==> src/rtl/redmule_x_loader.sv <==
// X-operand loader: buffers streamer words in a small FIFO and issues load strobes
// to the X buffer, one block of ceil(rows/H)*slots loads at a time.
//
// state      | meaning
// S_IDLE     | waiting for start_i; FIFO closed to the streamer
// S_FILL     | issuing one load per cycle while the FIFO has data
// S_WAIT     | block complete; FIFO may prefetch, waiting for xbuf_empty_i
module redmule_x_loader #(
    parameter int unsigned DW         = 288,
    parameter int unsigned BITW       = 16,
    parameter int unsigned H          = 4,
    parameter int unsigned W          = 12,
    parameter int unsigned FIFO_DEPTH = 2,
    localparam int unsigned D         = DW / (H * BITW),
    localparam int unsigned RW        = $clog2(W) + 1,
    localparam int unsigned SW        = $clog2(D) + 1,
    localparam int unsigned CW        = $clog2(W * D) + 1,
    localparam int unsigned AW        = $clog2(FIFO_DEPTH)
) (
    input  logic          clk_i,
    input  logic          rst_ni,
    input  logic          clear_i,
    input  logic          start_i,
    input  logic [RW-1:0] cfg_rows_i,
    input  logic [SW-1:0] cfg_slots_i,
    input  logic [15:0]   cfg_blocks_i,
    input  logic          stream_valid_i,
    output logic          stream_ready_o,
    input  logic [DW-1:0] stream_data_i,
    output logic          load_o,
    output logic [DW-1:0] data_o,
    input  logic          xbuf_empty_i,
    output logic          busy_o,
    output logic          done_o,
    output logic [CW-1:0] load_cnt_o
);

    localparam logic [1:0] S_IDLE = 2'd0;
    localparam logic [1:0] S_FILL = 2'd1;
    localparam logic [1:0] S_WAIT = 2'd2;

    logic [1:0]    r_state;
    logic [CW-1:0] r_load_cnt;
    logic [CW-1:0] r_lpb;
    logic [15:0]   r_blocks_left;
    logic          r_done;

    logic [DW-1:0] r_mem [FIFO_DEPTH];
    logic [AW-1:0] r_wptr;
    logic [AW-1:0] r_rptr;
    logic [AW:0]   r_count;

    logic [RW-1:0] w_rows_eff;
    logic [SW-1:0] w_slots_eff;
    logic [CW-1:0] w_lpb;
    logic          w_empty;
    logic          w_full;
    logic          w_push;
    logic          w_pop;
    logic          w_last;

    // Zero in either config field selects the full array dimension.
    assign w_rows_eff  = (cfg_rows_i == '0) ? RW'(W) : cfg_rows_i;
    assign w_slots_eff = (cfg_slots_i == '0) ? SW'(D) : cfg_slots_i;
    assign w_lpb       = CW'(((32'(w_rows_eff) + H - 1) / H) * 32'(w_slots_eff));

    assign w_empty = (r_count == '0);
    assign w_full  = (r_count == (AW + 1)'(FIFO_DEPTH));

    // clear_i masks both handshakes so nothing is accepted or consumed while flushing.
    assign stream_ready_o = (r_state != S_IDLE) && !w_full && !clear_i;
    assign load_o         = (r_state == S_FILL) && !w_empty && !clear_i;

    assign w_push = stream_valid_i && stream_ready_o;
    assign w_pop  = load_o;
    assign w_last = w_pop && (r_load_cnt == r_lpb - CW'(1));

    assign data_o     = w_empty ? '0 : r_mem[r_rptr];
    assign busy_o     = (r_state != S_IDLE);
    assign done_o     = r_done;
    assign load_cnt_o = r_load_cnt;

    always_ff @(posedge clk_i) begin
        if (w_push) begin
            r_mem[r_wptr] <= stream_data_i;
        end
    end

    always_ff @(posedge clk_i or negedge rst_ni) begin
        if (!rst_ni) begin
            r_wptr  <= '0;
            r_rptr  <= '0;
            r_count <= '0;
        end else if (clear_i) begin
            r_wptr  <= '0;
            r_rptr  <= '0;
            r_count <= '0;
        end else begin
            if (w_push) begin
                r_wptr <= r_wptr + 1'b1;
            end
            if (w_pop) begin
                r_rptr <= r_rptr + 1'b1;
            end
            if (w_push && !w_pop) begin
                r_count <= r_count + 1'b1;
            end else if (w_pop && !w_push) begin
                r_count <= r_count - 1'b1;
            end
        end
    end

    always_ff @(posedge clk_i or negedge rst_ni) begin
        if (!rst_ni) begin
            r_state       <= S_IDLE;
            r_load_cnt    <= '0;
            r_lpb         <= '0;
            r_blocks_left <= '0;
            r_done        <= 1'b0;
        end else if (clear_i) begin
            r_state       <= S_IDLE;
            r_load_cnt    <= '0;
            r_lpb         <= '0;
            r_blocks_left <= '0;
            r_done        <= 1'b0;
        end else begin
            r_done <= 1'b0;
            case (r_state)
                S_IDLE: begin
                    if (start_i) begin
                        if (cfg_blocks_i != '0) begin
                            r_state       <= S_FILL;
                            r_lpb         <= w_lpb;
                            r_blocks_left <= cfg_blocks_i;
                            r_load_cnt    <= '0;
                        end else begin
                            r_done <= 1'b1;
                        end
                    end
                end
                S_FILL: begin
                    if (w_last) begin
                        r_load_cnt    <= '0;
                        r_blocks_left <= r_blocks_left - 16'd1;
                        r_state       <= S_WAIT;
                    end else if (w_pop) begin
                        r_load_cnt <= r_load_cnt + CW'(1);
                    end
                end
                S_WAIT: begin
                    if (xbuf_empty_i) begin
                        if (r_blocks_left != '0) begin
                            r_state <= S_FILL;
                        end else begin
                            r_state <= S_IDLE;
                            r_done  <= 1'b1;
                        end
                    end
                end
                default: r_state <= S_IDLE;
            endcase
        end
    end

endmodule

==> config.mk <==
export PLATFORM = sky130hd
export DESIGN_NAME = redmule_x_loader
export DESIGN_NICKNAME = d
export VERILOG_FILES = /design/src/rtl/redmule_x_loader.sv
export SDC_FILE = /design/constraint.sdc
export NUM_CORES = 1
export LEC_CHECK = 0
export CAP_MARGIN = 20
export CELL_PAD_IN_SITES_DETAIL_PLACEMENT = 1
export CELL_PAD_IN_SITES_GLOBAL_PLACEMENT = 1
export CORE_ASPECT_RATIO = 0.8
export CORE_MARGIN = 2
export CORE_UTILIZATION = 36
export CTS_CLUSTER_SIZE = 30
export DETAILED_ROUTE_END_ITERATION = 12
export PLACE_DENSITY = 0.81
export SETUP_SLACK_MARGIN = 0.2
export SLEW_MARGIN = 20
export SYNTH_ARGS = -nofsm -noshare
export SYNTH_HDL_FRONTEND = slang
export SYNTH_SLANG_ARGS = --single-unit
export TNS_END_PERCENT = 10
==> constraint.sdc <==
create_clock -name clk_i -period 14.05 [get_ports clk_i]
set_input_delay 2.1075 -clock clk_i [delete_from_list [all_inputs] [get_ports clk_i]]
set_output_delay 2.1075 -clock clk_i [all_outputs]
set_load 0.01 [all_outputs]
==> results of run 1 <==
-- kinds of logic after synthesis --
logic type / Yosys count
AOI/OAI and AO/OA: 85
xor gates and xnor gates: 17
adders and majority gates: 12
buffers and inverters: 98
DFF: 613
muxes: 291
and+or+nand+nor: 454
-- state kept, by name, indices dropped and copies added, names as in the netlist --
name / flops
load_cnt_o: 7
r_state: 2
r_rptr: 1
r_mem: 576
done_o: 1
r_blocks_left: 16
r_lpb: 7
r_wptr: 1
r_count: 2
-- report_power, final --
part,internal (W),leakage [nW],switching [W]
clock network,0.000934,0.973,0.000712
registers,0.00203,5.71,0.0000166
logic,0.000170,4.06,0.000160
total,0.00313,10.7,0.000889
-- path summary, 6_finish.rpt --
kind / end / start / cells past startpoint / slack, ns
worst max-delay path: data_o[261] / r_rptr / 6 / 7.17
worst min-delay path: r_blocks_left[14] / r_blocks_left[14] / 2 / 0.56
worst max register to register: r_mem[1][234] / r_state[1] / 5 / 10.19
worst min register to register: r_blocks_left[14] / r_blocks_left[14] / 2 / 0.56
max in group asynchronous: r_rptr / rst_ni / 2 / 11.72
min in group asynchronous: r_state[1] / rst_ni / 2 / 1.94
-- synthesized netlist by cell type (all sizes together) (3+ instances only) --
master and instances:
a211oi 4, a21o 4, a21oi 25, a31oi 4
and2 7, and3 8, buf 37, clkbuf 46
dfrtp 37, edfxtp 576, fa 3, ha 9
inv 14, mux2i 290, nand2 47, nand2b 3
nand3 7, nand4 4, nor2 324, nor2b 8
nor3 17, nor3b 5, nor4 9, o21a 3
o21ai 14, o22ai 3, o31a 4, o31ai 6
or2 3, or3 3, xnor2 14, xor2 3
-- cell type report --
cell class	instances	area share [%]
Tap cell	913	3.399
Inverter	15	0.1675
Clock inverter	43	1.314
Multi-Input combinational cell	859	17.18
Sequential cell	613	54.22
Antenna cell	21	0.1563
Clock buffer	71	4.683
Timing Repair Buffer	636	18.88
-- metal layers --
metal	global-route usage [%]	part of all wire, %	up-vias
li1	-	-	7050
met1	23.63	38	7935
met2	35.17	52	538
met3	5.256	6.7	144
met4	8.503	3.6	12
met5	0	0.11	-
-- per-stage QoR --
| stage | utilization [%] | hold slack [ns] | setup WS [ns] | total power (W) |
|---|---|---|---|---|
| 2_1_floorplan | - | 0.5041 | 3.134 | 0.002217 |
| 3_3_place_gp | 47.00 | 0.5206 | 7.994 | 0.002399 |
| 3_5_place_dp | 47.00 | 0.5607 | 7.809 | 0.002414 |
| 4_1_cts | 50.00 | 0.5699 | 7.048 | 0.004070 |
| 5_1_grt | 50.08 | 0.6060 | 6.905 | 0.004158 |
| 6_report | 50.09 | 0.5617 | 7.175 | 0.004023 |
-- critical path, stage by stage (launching register included) --
cell and delay [ns]:
dfrtp_4 0.86, buf_4 0.75, buf_4 0.60, buf_4 0.78
mux2i_1 0.24, nor2_1 0.18, clkdlybuf4s50_1 0.57
==> run metrics, run 1 <==
vias 15680; DP HPWL 49860 um; Hold Vio Cnt, Final 0; die width roughly 290 um; Synth Area in XOR/XNOR 0.6109%; pwr dens ~120 nW/um2; sequential area share after synthesis 74.77%; simple-gate share of the synthesized area 8.014%; CTS Buf Count 60; WL final 72760 um; post-CTS resize count 0; final setup skew 0.02115 ns; max-slew violation total from the final report 0; status finished clean; Final period util 48.93%; placer congestion estimate between 0.8 and 0.9; most frequent cells in the layout 616 x clkdlybuf4s50_1, 576 x edfxtp_1, 323 x nor2_1; area growth from synthesis to layout 37.91%; first-pass GRT wire length between 100000 and 150000 um; post-synthesis mux area share about an eighth; drt via density 4.944; #FFs+latches synth 613; commonest non-fill, non-tap cell in the layout clkdlybuf4s50_1; slew margin rel. between 10% and 20%; max-cap violations 0; Post-synth EDFFs 576; GRT Total Usage between 20 and 25%; largest cells by area after synthesis edfxtp_1 71%, mux2i_1 12%, nor2_1 5.0%, dfrtp_1 3.8%, nand2_1 0.72%; initial antenna violation count 28; Congestion Overflow GR 0; Netlist cell types 62; area occupied by registers 18230 um2; WL/cell 22.95 um; placed cells 3036; Compound-Gate Fraction of Synth Area 2.320%; maximum VDD drop 0.08921 mV; CP Capture Type primary output; unrepaired setup endpoints after global routing false; Post-Layout Cell Count 3171; largest net degree at the start of global routing 146; CP required ~12 ns; share of flip-flops with an asynchronous set or reset 6.036%; Post-DP Area 31540 um2; Port Buffers 616; actual slew at the worst max-slew pin 1.241 ns; row count 85; critical path fanouts, max 48; cell area after layout 33610 um2; clock buffer depth 3; DRC viols 0; CP Launch Type register; post-CTS setup buffers 0; top cell type's share of synthesized area between 70% and 80%; cell leakage power 10.74 nW; Clock Pin Slew Worst Setup and Hold Paths 0.06 ns; Final setup violation count 0; Worst-Skew Late Latency about 0.63 ns; share of post-route cells with drive strength above 1 5.767%; vias in the first global route 17060; Final Critical Period 6.875 ns; main combinational cell family by area after synthesis multiplexers; total clock sinks 613; Mapped Cells 1570; DR pass1 iterations 5; Mean Syn Cell Area 15.52 um2; Post-Syn Area about 24000 um2; cts-stage hold buffer count 0; Critical Path AT 4.77 ns; TNS Setup 0 ns; die area between 60000 and 70000 um2; nets 2515; Multi-input gate area 5774 um2; Initial Utilization 36.32%; core area 67110 um2; io pins 617; YS warnings 0; fillers 6577; fmax 145.5 MHz; Post-Syn Nets 1900; ys flop type edfxtp_1; synthesized-area fraction occupied by adder cells less than 1%; CTS tree yes; DRT antenna net count 0; die height 236.7 um; Synth area leader edfxtp_1; H-tree lvl count 2; Hold Crit Class reg2reg; Root Driver clkbuf_16; crit path kind reg2out; initial DRC count 931
No activity file was read; power rests on OpenSTA's default activity.
==> run 2: changes to the inputs <==
--- a/config.mk
+++ b/config.mk
@@ -10,10 +10,10 @@
 export CELL_PAD_IN_SITES_GLOBAL_PLACEMENT = 1
 export CORE_ASPECT_RATIO = 0.8
 export CORE_MARGIN = 2
-export CORE_UTILIZATION = 36
+export CORE_UTILIZATION = 39
 export CTS_CLUSTER_SIZE = 30
 export DETAILED_ROUTE_END_ITERATION = 12
-export PLACE_DENSITY = 0.81
+export PLACE_DENSITY = 0.83
 export SETUP_SLACK_MARGIN = 0.2
 export SLEW_MARGIN = 20
 export SYNTH_ARGS = -nofsm -noshare
==> constraint.sdc (replaced) <==
create_clock -name clk_i -period 6.6 [get_ports clk_i]
set_input_delay 0.99 -clock clk_i [delete_from_list [all_inputs] [get_ports clk_i]]
set_output_delay 0.99 -clock clk_i [all_outputs]
set_load 0.01 [all_outputs]
==> run metrics, run 2 (synthesized netlist as in run 1, its figures left out) <==
critical path fanouts, max 97 (+100%); max-cap violations 0 (unchanged); DRT antenna net count 0 (unchanged); die height 227.6 um (-3.9%); CP Capture Type primary output; Clock power frac 40.0% (-0.9 points); DP HPWL 50060 um (+0.40%); clock buffer depth 3 (unchanged); unrepaired setup endpoints after global routing false; Congestion Overflow GR 0 (unchanged); Initial Utilization 39.68% (+3.4 points); Clock Pin Slew Worst Setup and Hold Paths 0.06 ns (about the same); biggest registers after layout r_mem x576, r_blocks_left x16; maximum VDD drop 0.2088 mV (+130%); first-pass GRT wire length 109700 um (+3.0%); GRT Total Usage 22.30% (+2.1 points); sw frac 22.09% (about the same); DRC viols 0 (unchanged); max FFs per register 576 (unchanged); Root Driver clkbuf_16; Hold Vio Cnt, Final 0 (unchanged); vias 15720 (+0.25%); Port Buffers 616 (unchanged); die width 283.5 um (-3.9%); placer congestion estimate 0.8806 (+3.2%); vias in the first global route 17540 (+2.8%); Hold Crit Class reg2reg; slew margin rel. 16.93% (-0.33 points); area growth from synthesis to layout 37.34%; WL/cell 24.32 um (+6.0%); actual slew at the worst max-slew pin 1.246 ns (+0.004997 ns); cell leakage power 10.72 nW (-0.27%); status finished clean; TNS Setup 0 ns (unchanged); row count 81 (-4.7%); initial antenna violation count 11 (-61%); final setup margin 2.193 ns (-4.981 ns); NetSw 0.001866 W (+110%); worst slack, placed 2.440 ns (-5.369 ns); pwr dens 252.3 nW/um2 (+110%); die area 64520 um2 (-7.6%); largest net degree at the start of global routing 195 (+34%); CP required 5.61 ns (-6.33 ns); core area 61420 um2 (-8.5%); CP Launch Type register; final setup skew 0.03358 ns (+0.01243 ns); drt via density 5.118 (+3.5%); initial DRC count 813 (-13%); commonest non-fill, non-tap cell in the layout clkdlybuf4s50_1; post-CTS resize count 0 (unchanged); WL final 74680 um (+2.6%); Finished Core Util 54.50% (+4.4 points); fillers 5886 (-11%); nets 2514 (-0.040%); Most flops, register r_mem; DR pass1 iterations 5 (unchanged); H-tree lvl count 2 (unchanged); Comb pwr share 8.4% (+0.2 points); WHS 0.5500 ns (-0.01170 ns); share of post-route cells with drive strength above 1 5.244% (-0.52 points); most frequent cells in the layout 616 x clkdlybuf4s50_1, 576 x edfxtp_1, 323 x nor2_1; internal power 0.006580 W (+110%); cts-stage hold buffer count 0 (unchanged); CTS Buf Count 60 (unchanged); Critical Path AT 3.42 ns (-1.35 ns); Final period util about two thirds; fmax around 230 MHz; max-slew violation total from the final report 0 (unchanged); io pins 617 (unchanged); Final setup violation count 0 (unchanged); sequential share of power 51.6% (+0.7 points); total clock sinks 613 (unchanged); post-CTS setup buffers 0 (unchanged); Final Critical Period 4.407 ns; Worst-Skew Late Latency 0.63 ns (about the same); crit path kind reg2out; CTS tree yes
==> run 2: changes by cell type in the layout (fill, tap and decap cells not counted), moves of 2 or more <==
cell        previous run  this run
clkinv_2              13         6
clkinvlp_4             6         2
buf_12                 2        10
buf_4                 17         9
clkbuf_1               9        16
bufinv_16              7         5
diode_2               21        10
==> run 2: metal layers <==
layer  GRT usage (%)  up-vias  part of all wire (%)
li1                -     7041                     -
met1           24.69     7981                    36
met2           40.99      533                    53
met3           6.192      157                   6.6
met4           8.397        6                   3.5
met5               0        -                 0.052
==> run 2: through the flow <==
step | cells | instance area, um2 | power (W)
2_1_floorplan | 1570 | 24390 | 0.004713
3_3_place_gp | 2952 | 31540 | 0.005104
3_5_place_dp | 2952 | 31540 | 0.005142
4_1_cts | 3061 | 33450 | 0.008524
5_1_grt | 3068 | 33470 | 0.008714
6_report | 3071 | 33470 | 0.008446
==> run 2: worst paths after layout <==
kind | cells after the start | startpoint | slack (ns) | to
setup / recovery | 4 | r_rptr | 2.19 | data_o[207]
hold / removal | 2 | r_blocks_left[12] | 0.55 | r_blocks_left[12]
setup reg to reg | 5 | r_state[1] | 3.47 | r_mem[0][256]
hold reg to reg | 2 | r_blocks_left[12] | 0.55 | r_blocks_left[12]
max in group asynchronous | 2 | rst_ni | 5.35 | r_rptr
min in group asynchronous | 2 | rst_ni | 0.84 | load_cnt_o[3]
==> run 2: power groups by stage <==
stage / sequential, W / clock (W) / combinational (W)
floorplan: 0.00443 / 0 / 0.000280
global placement: 0.00443 / 0 / 0.000671
detailed placement: 0.00444 / 0 / 0.000702
CTS: 0.00436 / 0.00345 / 0.000714
global route: 0.00436 / 0.00359 / 0.000759
finish: 0.00436 / 0.00338 / 0.000709
==> run 2: worst max-delay path, cell delays in order, from the launching register on <==
cell and delay, ns:
dfrtp_4 1.02, buf_12 0.57, mux2i_1 0.20, nor2_1 0.27
clkdlybuf4s50_1 0.61
==> run 2: area by class of cell <==
class                      count  area (um2)  share of cell area (%)
antenna                       10       25.02                 0.07476
clock buffer                  78        1589                   4.747
clock inverter                31       322.8                  0.9644
inverter                      15       56.30                  0.1682
multi-input combinational    859        5782                   17.27
sequential                   613       18230                   54.45
tap                          830        1039                   3.102
timing repair buffer         635        6434                   19.22
==> run 3: changes to the inputs <==
--- a/config.mk
+++ b/config.mk
@@ -10,10 +10,10 @@
 export CELL_PAD_IN_SITES_GLOBAL_PLACEMENT = 1
 export CORE_ASPECT_RATIO = 0.8
 export CORE_MARGIN = 2
-export CORE_UTILIZATION = 39
+export CORE_UTILIZATION = 36
 export CTS_CLUSTER_SIZE = 30
 export DETAILED_ROUTE_END_ITERATION = 12
-export PLACE_DENSITY = 0.83
+export PLACE_DENSITY = 0.81
 export SETUP_SLACK_MARGIN = 0.2
 export SLEW_MARGIN = 20
 export SYNTH_ARGS = -nofsm -noshare
==> constraint.sdc (replaced) <==
create_clock -name clk_i -period 3.8 [get_ports clk_i]
set_input_delay 0.57 -clock clk_i [delete_from_list [all_inputs] [get_ports clk_i]]
set_output_delay 0.57 -clock clk_i [all_outputs]
set_load 0.01 [all_outputs]
==> run metrics, run 3 (synthesized netlist as in run 1, its figures left out) <==
Final setup violation count 0 (unchanged); DR pass1 iterations 5 (unchanged); CTS tree yes; fmax just over 300 MHz; Post-DP Area 31880 um2 (+1.1%); Comb pwr share 8.2% (-0.2 points); die height 236.7 um (+4.0%); DP HPWL 50030 um (about the same); nets 2541 (+1.1%); worst setup path end data_o[277]; row count 85 (+4.9%); Hold Crit Class in2async; worst slack, placed 0.03832 ns (-2.402 ns); core area 67110 um2 (+9.3%); area growth from synthesis to layout 39.49%; Reg2Reg Depth 9 (+4); max-cap violations 0 (unchanged); commonest non-fill, non-tap cell in the layout clkdlybuf4s50_1; first-pass GRT wire length 106700 um (-2.7%); drt via density 4.913 (-4.0%); status finished clean; crit path buf inv count 2 (unchanged); NetSw 0.003385 W (+81%); cts-stage hold buffer count 0 (unchanged); critical path fanouts, max 62 (-36%); worst path cell trace buf_12 -> mux2i_1 -> nor2_1 -> clkdlybuf4s50_1; CTS Buf Count 66 (+10%); biggest registers after layout r_mem x576, r_blocks_left x16; max-slew violation total from the final report 0 (unchanged); Critical Path Max Stage Delay 0.71 ns (-0.31 ns); final setup skew 0.02806 ns (-0.005515 ns); Critical Path Start r_rptr; unrepaired setup endpoints after global routing false; die area 69810 um2 (+8.2%); slack of the worst reg-to-reg path 1.09 ns (-2.38 ns); slew margin rel. 57.49% (+41 points); max FFs per register 576 (unchanged); post-CTS resize count 0 (unchanged); clock buffer depth 3 (unchanged); final setup margin 0.4977 ns (-1.696 ns); sequential share of power 50.1% (-1.5 points); initial antenna violation count 13 (+2); DRT antenna net count 0 (unchanged); WL final 72200 um (-3.3%); pwr dens 444.3 nW/um2 (+76%); vias 15630 (-0.58%); cell area after layout 34000 um2 (+1.6%); sw frac 22.41% (+0.32 points); actual slew at the worst max-slew pin 0.6361 ns (-0.6099 ns); CP Launch Type register; Clock Pin Slew Worst Setup and Hold Paths 0.06 ns (about the same); initial DRC count 789 (-3.0%); vias in the first global route 17170 (-2.1%); Final Critical Period 3.302 ns; GRT Total Usage 20.18% (-2.1 points); slowest library cell on the worst path clkdlybuf4s50_1; maximum VDD drop 0.3351 mV (+60%); H-tree lvl count 3 (+1); fillers 6519 (+11%); Reg2Reg Capture Point r_blocks_left[15]; die width 294.9 um (+4.0%); io pins 617 (unchanged); DRC viols 0 (unchanged); WL/cell 22.70 um (-6.7%); Initial Utilization 36.32% (-3.4 points); CP Capture Type primary output; Port Buffers 616 (unchanged); placer congestion estimate 0.8967 (+1.8%); Hold Vio Cnt, Final 0 (unchanged); Worst-Skew Late Latency 0.61 ns (-0.02 ns); Most flops, register r_mem; Final period util 86.90%; most frequent cells in the layout 616 x clkdlybuf4s50_1, 576 x edfxtp_1, 323 x nor2_1; Root Driver clkbuf_16; Crit path max-delay family buffers and inverters; total clock sinks 613 (unchanged); R2R Path Start r_lpb[0]; Clock power frac 41.7% (+1.7 points); cell leakage power 10.95 nW (+2.2%); CP required 3.23 ns (-2.38 ns); largest net degree at the start of global routing 90 (-54%); CP Depth 4 (unchanged); crit path kind reg2out; Congestion Overflow GR 0 (unchanged); share of post-route cells with drive strength above 1 6.678% (+1.4 points); Critical Path AT 2.73 ns (-0.69 ns); internal power 0.01172 W (+78%); post-CTS setup buffers 0 (unchanged)
run 3: worst min-delay path by stage:
stage	start	endpoint	slack [ns]	cells past startpoint
4_1_cts	rst_ni	r_blocks_left[6]	0.42	2
3_5_place_dp	r_blocks_left[14]	r_blocks_left[14]	0.53	2
2_1_floorplan	rst_ni	done_o	0.27	0
5_1_grt	rst_ni	done_o	0.46	2
3_3_place_gp	r_blocks_left[14]	r_blocks_left[14]	0.52	2
6_report	rst_ni	r_blocks_left[12]	0.45	2
run 3: metrics by stage:
stage                     cells  power (W)  utilization, %  TNS [ns]  hold WS [ns]
final                      3181    0.01510           50.66         0        0.4518
after global placement     3056   0.008886           47.50         0        0.5208
after global routing       3180    0.01557           50.66         0        0.4566
after floorplan            1570   0.008189               -   -892.39        0.2744
after detailed placement   3056   0.008947           47.50         0        0.5308
after CTS                  3174    0.01527           50.63         0        0.4222
run 3: power by group through the flow:
stage	combinational, W	sequential (W)	clock (W)
3_5_place_dp	0.00124	0.00771	0
5_1_grt	0.00134	0.00757	0.00666
3_3_place_gp	0.00119	0.00770	0
2_1_floorplan	0.000489	0.00770	0
4_1_cts	0.00125	0.00757	0.00645
6_report	0.00124	0.00757	0.00629
run 3: layout make-up:
type / instances / area (um2) / area share, %
diodes: 7 / 17.52 / 0.05153
clock buffers: 82 / 1733 / 5.097
clock inverters: 36 / 366.6 / 1.078
inverters: 15 / 56.30 / 0.1656
multi-input cells: 859 / 5788 / 17.03
flip-flops and latches: 613 / 18230 / 53.61
well taps: 913 / 1142 / 3.360
repair buffers: 656 / 6666 / 19.61
run 3: per-layer routing:
metal | vias up | track usage (%) | wire (um)
li1 | 7096 | - | -
met3 | 135 | 5.538 | 4867
met5 | - | 0 | 80
met4 | 12 | 7.050 | 2343
met1 | 7905 | 22.75 | 26820
met2 | 479 | 36.48 | 38090
